**src/rtl/conv_output_collector.sv**
```systemverilog
`timescale 1ns/1ps
// Convolver result collector: bias, rounding requantise, optional ReLU and saturation,
// tagged with output row/column and buffered in a first-word-fall-through FIFO.
module conv_output_collector #(
    parameter int Bits          = 16,
    parameter int MaxMatrixSize = 28,
    parameter int FifoDepth     = 8
) (
    input  logic              clk_i,
    input  logic              rst_ni,
    input  logic              start_i,
    input  logic [13:0]       out_size_i,
    input  logic [5:0]        shift_i,
    input  logic [2*Bits-1:0] bias_i,
    input  logic              relu_en_i,
    input  logic [2*Bits-1:0] conv_i,
    input  logic              valid_conv_i,
    input  logic              conv_en_i,
    input  logic              end_conv_i,
    output logic              stall_o,
    output logic [Bits-1:0]   data_o,
    output logic [13:0]       row_o,
    output logic [13:0]       col_o,
    output logic              last_o,
    output logic              valid_o,
    input  logic              ready_i,
    output logic              done_o,
    output logic              overflow_o,
    output logic              count_error_o,
    output logic [1:0]        state_o
);
    localparam int CW = 2 * Bits;
    localparam int EW = CW + 2;
    localparam int AW = $clog2(FifoDepth);
    localparam int DW = Bits + 14 + 14 + 1;
    localparam logic [13:0]          MAX_SIZE    = 14'(MaxMatrixSize);
    localparam logic [AW:0]          DEPTH       = (AW + 1)'(FifoDepth);
    localparam logic [AW+1:0]        STALL_LEVEL = (AW + 2)'(FifoDepth - 2);
    localparam logic signed [EW-1:0] SAT_MAX     = {{(EW - Bits + 1){1'b0}}, {(Bits - 1){1'b1}}};
    localparam logic signed [EW-1:0] SAT_MIN     = {{(EW - Bits + 1){1'b1}}, {(Bits - 1){1'b0}}};

    typedef enum logic [1:0] {
        S_IDLE  = 2'd0,
        S_RUN   = 2'd1,
        S_DRAIN = 2'd2,
        S_DONE  = 2'd3
    } state_t;

    state_t r_state, w_state_next;

    logic [13:0]          r_out_size, r_row, r_col, w_size_in;
    logic [5:0]           r_shift;
    logic [CW-1:0]        r_bias;
    logic                 r_relu;
    logic [27:0]          r_count, w_count_next, w_total;
    logic                 w_accept, w_col_wrap, w_last;

    logic                 r_s1_valid, r_s1_last;
    logic signed [CW:0]   r_s1_sum;
    logic [13:0]          r_s1_row, r_s1_col;
    logic                 r_s2_valid, r_s2_last;
    logic [Bits-1:0]      r_s2_data, w_sat;
    logic [13:0]          r_s2_row, r_s2_col;
    logic signed [EW-1:0] w_ext, w_half, w_shifted, w_relu;

    logic [DW-1:0]        r_mem [FifoDepth];
    logic [AW-1:0]        r_wr_ptr, r_rd_ptr;
    logic [AW:0]          r_occ;
    logic [AW+1:0]        w_level;
    logic [DW-1:0]        w_head;
    logic                 w_full, w_pop, w_push_ok, w_drop;

    always_ff @(posedge clk_i or negedge rst_ni) begin
        if (!rst_ni) r_state <= S_IDLE;
        else         r_state <= w_state_next;
    end

    always_comb begin
        w_state_next = r_state;
        case (r_state)
            S_IDLE:  if (start_i) w_state_next = S_RUN;
            S_RUN:   if (end_conv_i) w_state_next = S_DRAIN;
            S_DRAIN: if (!r_s1_valid && !r_s2_valid && r_occ == '0) w_state_next = S_DONE;
            default: w_state_next = S_IDLE;
        endcase
    end

    // A zero or oversized request is clamped so the coordinate wrap stays well defined.
    assign w_size_in    = (out_size_i == 14'd0) ? 14'd1 :
                          (out_size_i > MAX_SIZE) ? MAX_SIZE : out_size_i;
    assign w_accept     = (r_state == S_RUN) && valid_conv_i && conv_en_i;
    assign w_col_wrap   = (r_col == r_out_size - 14'd1);
    assign w_last       = w_col_wrap && (r_row == r_out_size - 14'd1);
    assign w_count_next = (w_accept && r_count != '1) ? r_count + 28'd1 : r_count;
    assign w_total      = 28'(r_out_size) * 28'(r_out_size);

    always_ff @(posedge clk_i or negedge rst_ni) begin
        if (!rst_ni) begin
            r_out_size    <= '0;
            r_shift       <= '0;
            r_bias        <= '0;
            r_relu        <= 1'b0;
            r_row         <= '0;
            r_col         <= '0;
            r_count       <= '0;
            overflow_o    <= 1'b0;
            count_error_o <= 1'b0;
        end else if (r_state == S_IDLE && start_i) begin
            r_out_size    <= w_size_in;
            r_shift       <= shift_i;
            r_bias        <= bias_i;
            r_relu        <= relu_en_i;
            r_row         <= '0;
            r_col         <= '0;
            r_count       <= '0;
            overflow_o    <= 1'b0;
            count_error_o <= 1'b0;
        end else begin
            if (w_accept) begin
                r_col   <= w_col_wrap ? 14'd0 : r_col + 14'd1;
                r_row   <= w_col_wrap ? r_row + 14'd1 : r_row;
                r_count <= w_count_next;
            end
            if (r_state == S_RUN && end_conv_i) count_error_o <= (w_count_next != w_total);
            if (w_drop) overflow_o <= 1'b1;
        end
    end

    // Round half up: add half an LSB of the result before the arithmetic shift.
    always_comb begin
        w_ext     = {r_s1_sum[CW], r_s1_sum};
        w_half    = EW'(1) << (r_shift - 6'd1);
        w_shifted = (r_shift == 6'd0) ? w_ext : ((w_ext + w_half) >>> r_shift);
        w_relu    = (r_relu && w_shifted[EW-1]) ? SAT_MAX ^ SAT_MAX : w_shifted;
        if (w_relu > SAT_MAX)      w_sat = SAT_MAX[Bits-1:0];
        else if (w_relu < SAT_MIN) w_sat = SAT_MIN[Bits-1:0];
        else                       w_sat = w_relu[Bits-1:0];
    end

    always_ff @(posedge clk_i or negedge rst_ni) begin
        if (!rst_ni) begin
            r_s1_valid <= 1'b0;
            r_s1_sum   <= '0;
            r_s1_row   <= '0;
            r_s1_col   <= '0;
            r_s1_last  <= 1'b0;
            r_s2_valid <= 1'b0;
            r_s2_data  <= '0;
            r_s2_row   <= '0;
            r_s2_col   <= '0;
            r_s2_last  <= 1'b0;
        end else begin
            r_s1_valid <= w_accept;
            r_s1_sum   <= {conv_i[CW-1], conv_i} + {r_bias[CW-1], r_bias};
            r_s1_row   <= r_row;
            r_s1_col   <= r_col;
            r_s1_last  <= w_last;
            r_s2_valid <= r_s1_valid;
            r_s2_data  <= w_sat;
            r_s2_row   <= r_s1_row;
            r_s2_col   <= r_s1_col;
            r_s2_last  <= r_s1_last;
        end
    end

    // Stream handshake: a word transfers on every edge where valid_o && ready_i.
    assign w_full    = (r_occ == DEPTH);
    assign w_pop     = valid_o && ready_i;
    assign w_push_ok = r_s2_valid && (!w_full || w_pop);
    assign w_drop    = r_s2_valid && w_full && !w_pop;

    always_ff @(posedge clk_i or negedge rst_ni) begin
        if (!rst_ni) begin
            r_wr_ptr <= '0;
            r_rd_ptr <= '0;
            r_occ    <= '0;
        end else begin
            if (w_push_ok) r_wr_ptr <= r_wr_ptr + 1'b1;
            if (w_pop)     r_rd_ptr <= r_rd_ptr + 1'b1;
            if (w_push_ok && !w_pop)      r_occ <= r_occ + 1'b1;
            else if (!w_push_ok && w_pop) r_occ <= r_occ - 1'b1;
        end
    end

    always_ff @(posedge clk_i) begin
        if (w_push_ok) r_mem[r_wr_ptr] <= {r_s2_data, r_s2_row, r_s2_col, r_s2_last};
    end

    always_comb begin
        w_head  = r_mem[r_rd_ptr];
        valid_o = (r_occ != '0);
        {data_o, row_o, col_o, last_o} = valid_o ? w_head : '0;
        w_level = (AW + 2)'(r_occ) + (AW + 2)'(r_s1_valid) + (AW + 2)'(r_s2_valid);
        stall_o = (w_level >= STALL_LEVEL);
        done_o  = (r_state == S_DONE);
        state_o = r_state;
    end
endmodule

```
**config.mk**
```make
export PLATFORM = sky130hd
export DESIGN_NAME = conv_output_collector
export DESIGN_NICKNAME = d
export VERILOG_FILES = /design/src/rtl/conv_output_collector.sv
export SDC_FILE = /design/constraint.sdc
export NUM_CORES = 1
export LEC_CHECK = 0
export BUFFER_PORTS_ARGS = -buffer_cell sky130_fd_sc_hd__buf_2
export CAP_MARGIN = 10
export CORE_MARGIN = 2
export CORE_UTILIZATION = 63
export DETAILED_ROUTE_END_ITERATION = 10
export HOLD_SLACK_MARGIN = 0.08
export PLACE_DENSITY_LB_ADDON = 0.2
export RECOVER_POWER = 100
export SLEW_MARGIN = 20
export SYNTH_ARGS = -nofsm -noshare
export SYNTH_HDL_FRONTEND = slang
export SYNTH_SLANG_ARGS = --single-unit
```
**constraint.sdc**
```tcl
create_clock -name clk_i -period 9.8 [get_ports clk_i]
set_input_delay 0.98 -clock clk_i [delete_from_list [all_inputs] [get_ports clk_i]]
set_output_delay 0.98 -clock clk_i [all_outputs]
set_load 0.01 [all_outputs]
```
==> run metrics <==
status finished with violations; failing checks capacitance limit, slew limit; TritonCTS buffer count 59; Layout Skew around 0.034 ns; Tmin final a little over 8 ns; Pins Over Slew Limit 778; Synth Area in Adders 12.9%; routed len/inst between 20 and 25 µm; first-pass GRT wire length roughly 140000 µm; Seq. cell area 16600 µm²; drt drc 0; GRT Overall Usage 31.9%; crit path cell chain buf_4 > clkinv_1 > clkbuf_1 > nand2_1 > clkbuf_1 > nor2_1 > nand2_1 > inv_1 > ha_1 > a211oi_2 > o211ai_2 > a211o_1 > o211ai_1 > nand3_1 > nand2_4 > xnor3_1 > a211o_1 > a2111oi_0 > o21ai_0 > nor4_1 > nand3_1 > o41a_1 > o31ai_1; Antenna Cells 0; DR pass1 iterations 8; maximum vdd drop about 0.18 mV; # setup viols final 0; Setup Buffers After CTS 0; core area 54900 µm²; achievable frequency approximately 120 MHz; Max Cap Viol 17; final antenna-violating net count 0; antenna violations before repair 1; post_cts resized 0; critical path class flip-flop to flip-flop; top-count cell post-synth edfxtp_1; Post-Synth XOR/XNOR Area 4.80%; Async SR Flop Fraction between 30% and 40%; Clk Latency, worst-skew pair 0.65 ns; Worst path max stage delay around 1.1 ns; Non-Filler Instances 3866; Clock Pin Slew Worst Setup and Hold Paths 0.06 ns; Max Buffers Root-to-Sink 3; dpl ws around 2.5 ns; P&R area growth vs syn 9.41%; RSZ-0062 raised after global routing no; Port Buffers 143; crit path DAT 8.83 ns; synthesized net count roughly 3400; via count 24413; I/O pin cnt between 100 and 150; Synth Warn # 0; DIE HEIGHT 239 µm; largest net degree at the start of global routing 108; RD Place Congestion 1.00; total die area between 50000 and 60000 µm²; layout cells sized above 1 11.1%; CTS sink cnt 592; CTS tree done; Power per Cell Area about 270 nW/µm²; top-area cell type share of the netlist area 31.0%; crit path max fanout 45; sequential element share of the synthesized area 47.7%; Area contributors post-synth edfxtp_1, dfrtp_1, fa_1, mux4_2, ha_1; Post-Syn Area 34800 µm²; vias in the first global route 24995; die width ~240 µm; Post-synth EDFFs 360; nature of the critical path endpoint flip-flop; CP delay by family, top compound AO/OA/AOI/OAI gates; post-route clock period utilization 84.8%; startpoint types flip-flop; GRT overflow 0; clock root buffer clkbuf_16; largest family of logic cells by synthesized area adder cells; vias per inst 6.31; DR iter-0 viols 2622; placed wire-length estimate 60400 µm; worst path bufs/invs 5; H-tree Lvls 2; layout net count 3489; multiplexer area fraction after synthesis 9.20%; Multi-input gate area 17000 µm²; # hold bufs at CTS 0; Placed Instances 3755; Critical Path RT 10.32 ns; top cells by count, synth edfxtp_1, nand2_1, nor2_1, dfrtp_1, inv_1; Fillers around 4000; Rel. slew slack -304%; final setup TNS 0 ns; Synth Area in Simple Gates 12.2%; Post-synth top flop edfxtp_1; Starting Density 63.5%; cells after synthesis 3005; Mapped Avg Cell Area 11.6 µm²; Compound-Gate Fraction of Synth Area under 10%; Row Count 86; min setup slack post-route approximately 1.5 ns; Slowest cell on crit path clkbuf_1; min-delay worst type flip-flop to flip-flop; Slew @ Worst Pin 6.06 ns; Cell variety after synth 97; LEAKAGE ~16 nW; Routed WL around 89000 µm; Synth Register Bits slightly below 600; final hold violation count 0; area leader, netlist edfxtp_1
==> final timing paths <==
kind / from / to / slack [ns] / depth (start not counted)
setup / recovery: r_shift[2] / r_s2_data[12] / 1.49 / 23
hold / removal: r_s1_row[8] / r_s2_row[8] / 0.35 / 0
setup reg to reg: r_shift[2] / r_s2_data[12] / 1.49 / 23
hold reg to reg: r_s1_row[8] / r_s2_row[8] / 0.35 / 0
max in group asynchronous: rst_ni / r_rd_ptr[0] / 2.90 / 1
min in group asynchronous: rst_ni / r_count[14] / 2.56 / 1
==> layout make-up <==
type | instances | area share [%]
Clock inverter | 25 | 0.650
Inverter | 205 | 2.02
Multi-Input combinational cell | 2079 | 44.5
Sequential cell | 592 | 43.6
Clock buffer | 86 | 4.74
Timing Repair Buffer | 175 | 2.18
Tap cell | 704 | 2.31
==> power breakdown <==
part | internal (W) | switching (W) | leakage (nW) | total [W]
registers | 0.00298 | 0.000420 | 6.19 | 0.00340
clock network | 0.00134 | 0.00100 | 1.02 | 0.00235
logic | 0.00181 | 0.00275 | 8.60 | 0.00456
total | 0.00614 | 0.00418 | 15.8 | 0.0103
==> per-layer routing <==
layer	global-route usage, %	vias up	routed length, µm
met1	44.3	12152	37600
met4	7.99	2	2350
met5	0	-	13
met2	52.8	1099	42800
met3	5.23	181	6550
li1	-	10979	-
==> per-stage QoR <==
step / util [%] / total power [W] / cell area, µm² / hold slack [ns]
2_1_floorplan: - / 0.00656 / 34800 / 0.331
3_3_place_gp: 66.1 / 0.00784 / 36300 / 0.335
3_5_place_dp: 66.1 / 0.00794 / 36300 / 0.335
4_1_cts: 69.8 / 0.0103 / 38300 / 0.346
5_1_grt: 69.5 / 0.0108 / 38100 / 0.354
6_report: 69.5 / 0.0103 / 38100 / 0.345
==> cell usage in the layout (no fill, tap or decap), types with 16 or more instances in the layout <==
master | netlist | final
edfxtp_1 | 360 | 360
nand2_1 | 285 | 285
nor2_1 | 263 | 259
dfrtp_1 | 232 | 229
inv_1 | 199 | 199
ha_1 | 163 | 163
a21oi_1 | 124 | 124
fa_1 | 122 | 122
o21ai_0 | 111 | 121
xnor2_1 | 108 | 108
mux4_2 | 96 | 96
buf_2 | 2 | 91
mux2i_1 | 88 | 88
and2_1 | 90 | 83
clkbuf_1 | 104 | 79
xor2_1 | 75 | 75
clkbuf_16 | 0 | 66
nand3_1 | 53 | 54
nor3_1 | 52 | 52
a21o_1 | 36 | 36
and3_1 | 34 | 34
o211ai_1 | 26 | 27
a211oi_1 | 27 | 27
nand4_1 | 22 | 22
a31oi_1 | 19 | 19
nor2b_1 | 17 | 17
nor4_1 | 17 | 17
nand2b_1 | 16 | 16
buf_4 | 0 | 16
==> state kept, by name, summed over array words and instances, names as in the netlist, 2 cells and up <==
name	count
r_bias	32
r_col	14
r_count	28
r_mem	360
r_occ	4
r_out_size	14
r_rd_ptr	3
r_row	14
r_s1_col	14
r_s1_row	14
r_s1_sum	33
r_s2_col	14
r_s2_data	16
r_s2_row	14
r_shift	6
r_wr_ptr	3
state_o	2
==> cell families after synthesis <==
group | count (synthesis)
simple gates | 905
flops | 592
compound gates | 506
buf+inv | 334
fa+ha+maj | 285
mux | 197
xor+xnor | 186
Power figures use the tool's default switching activity.
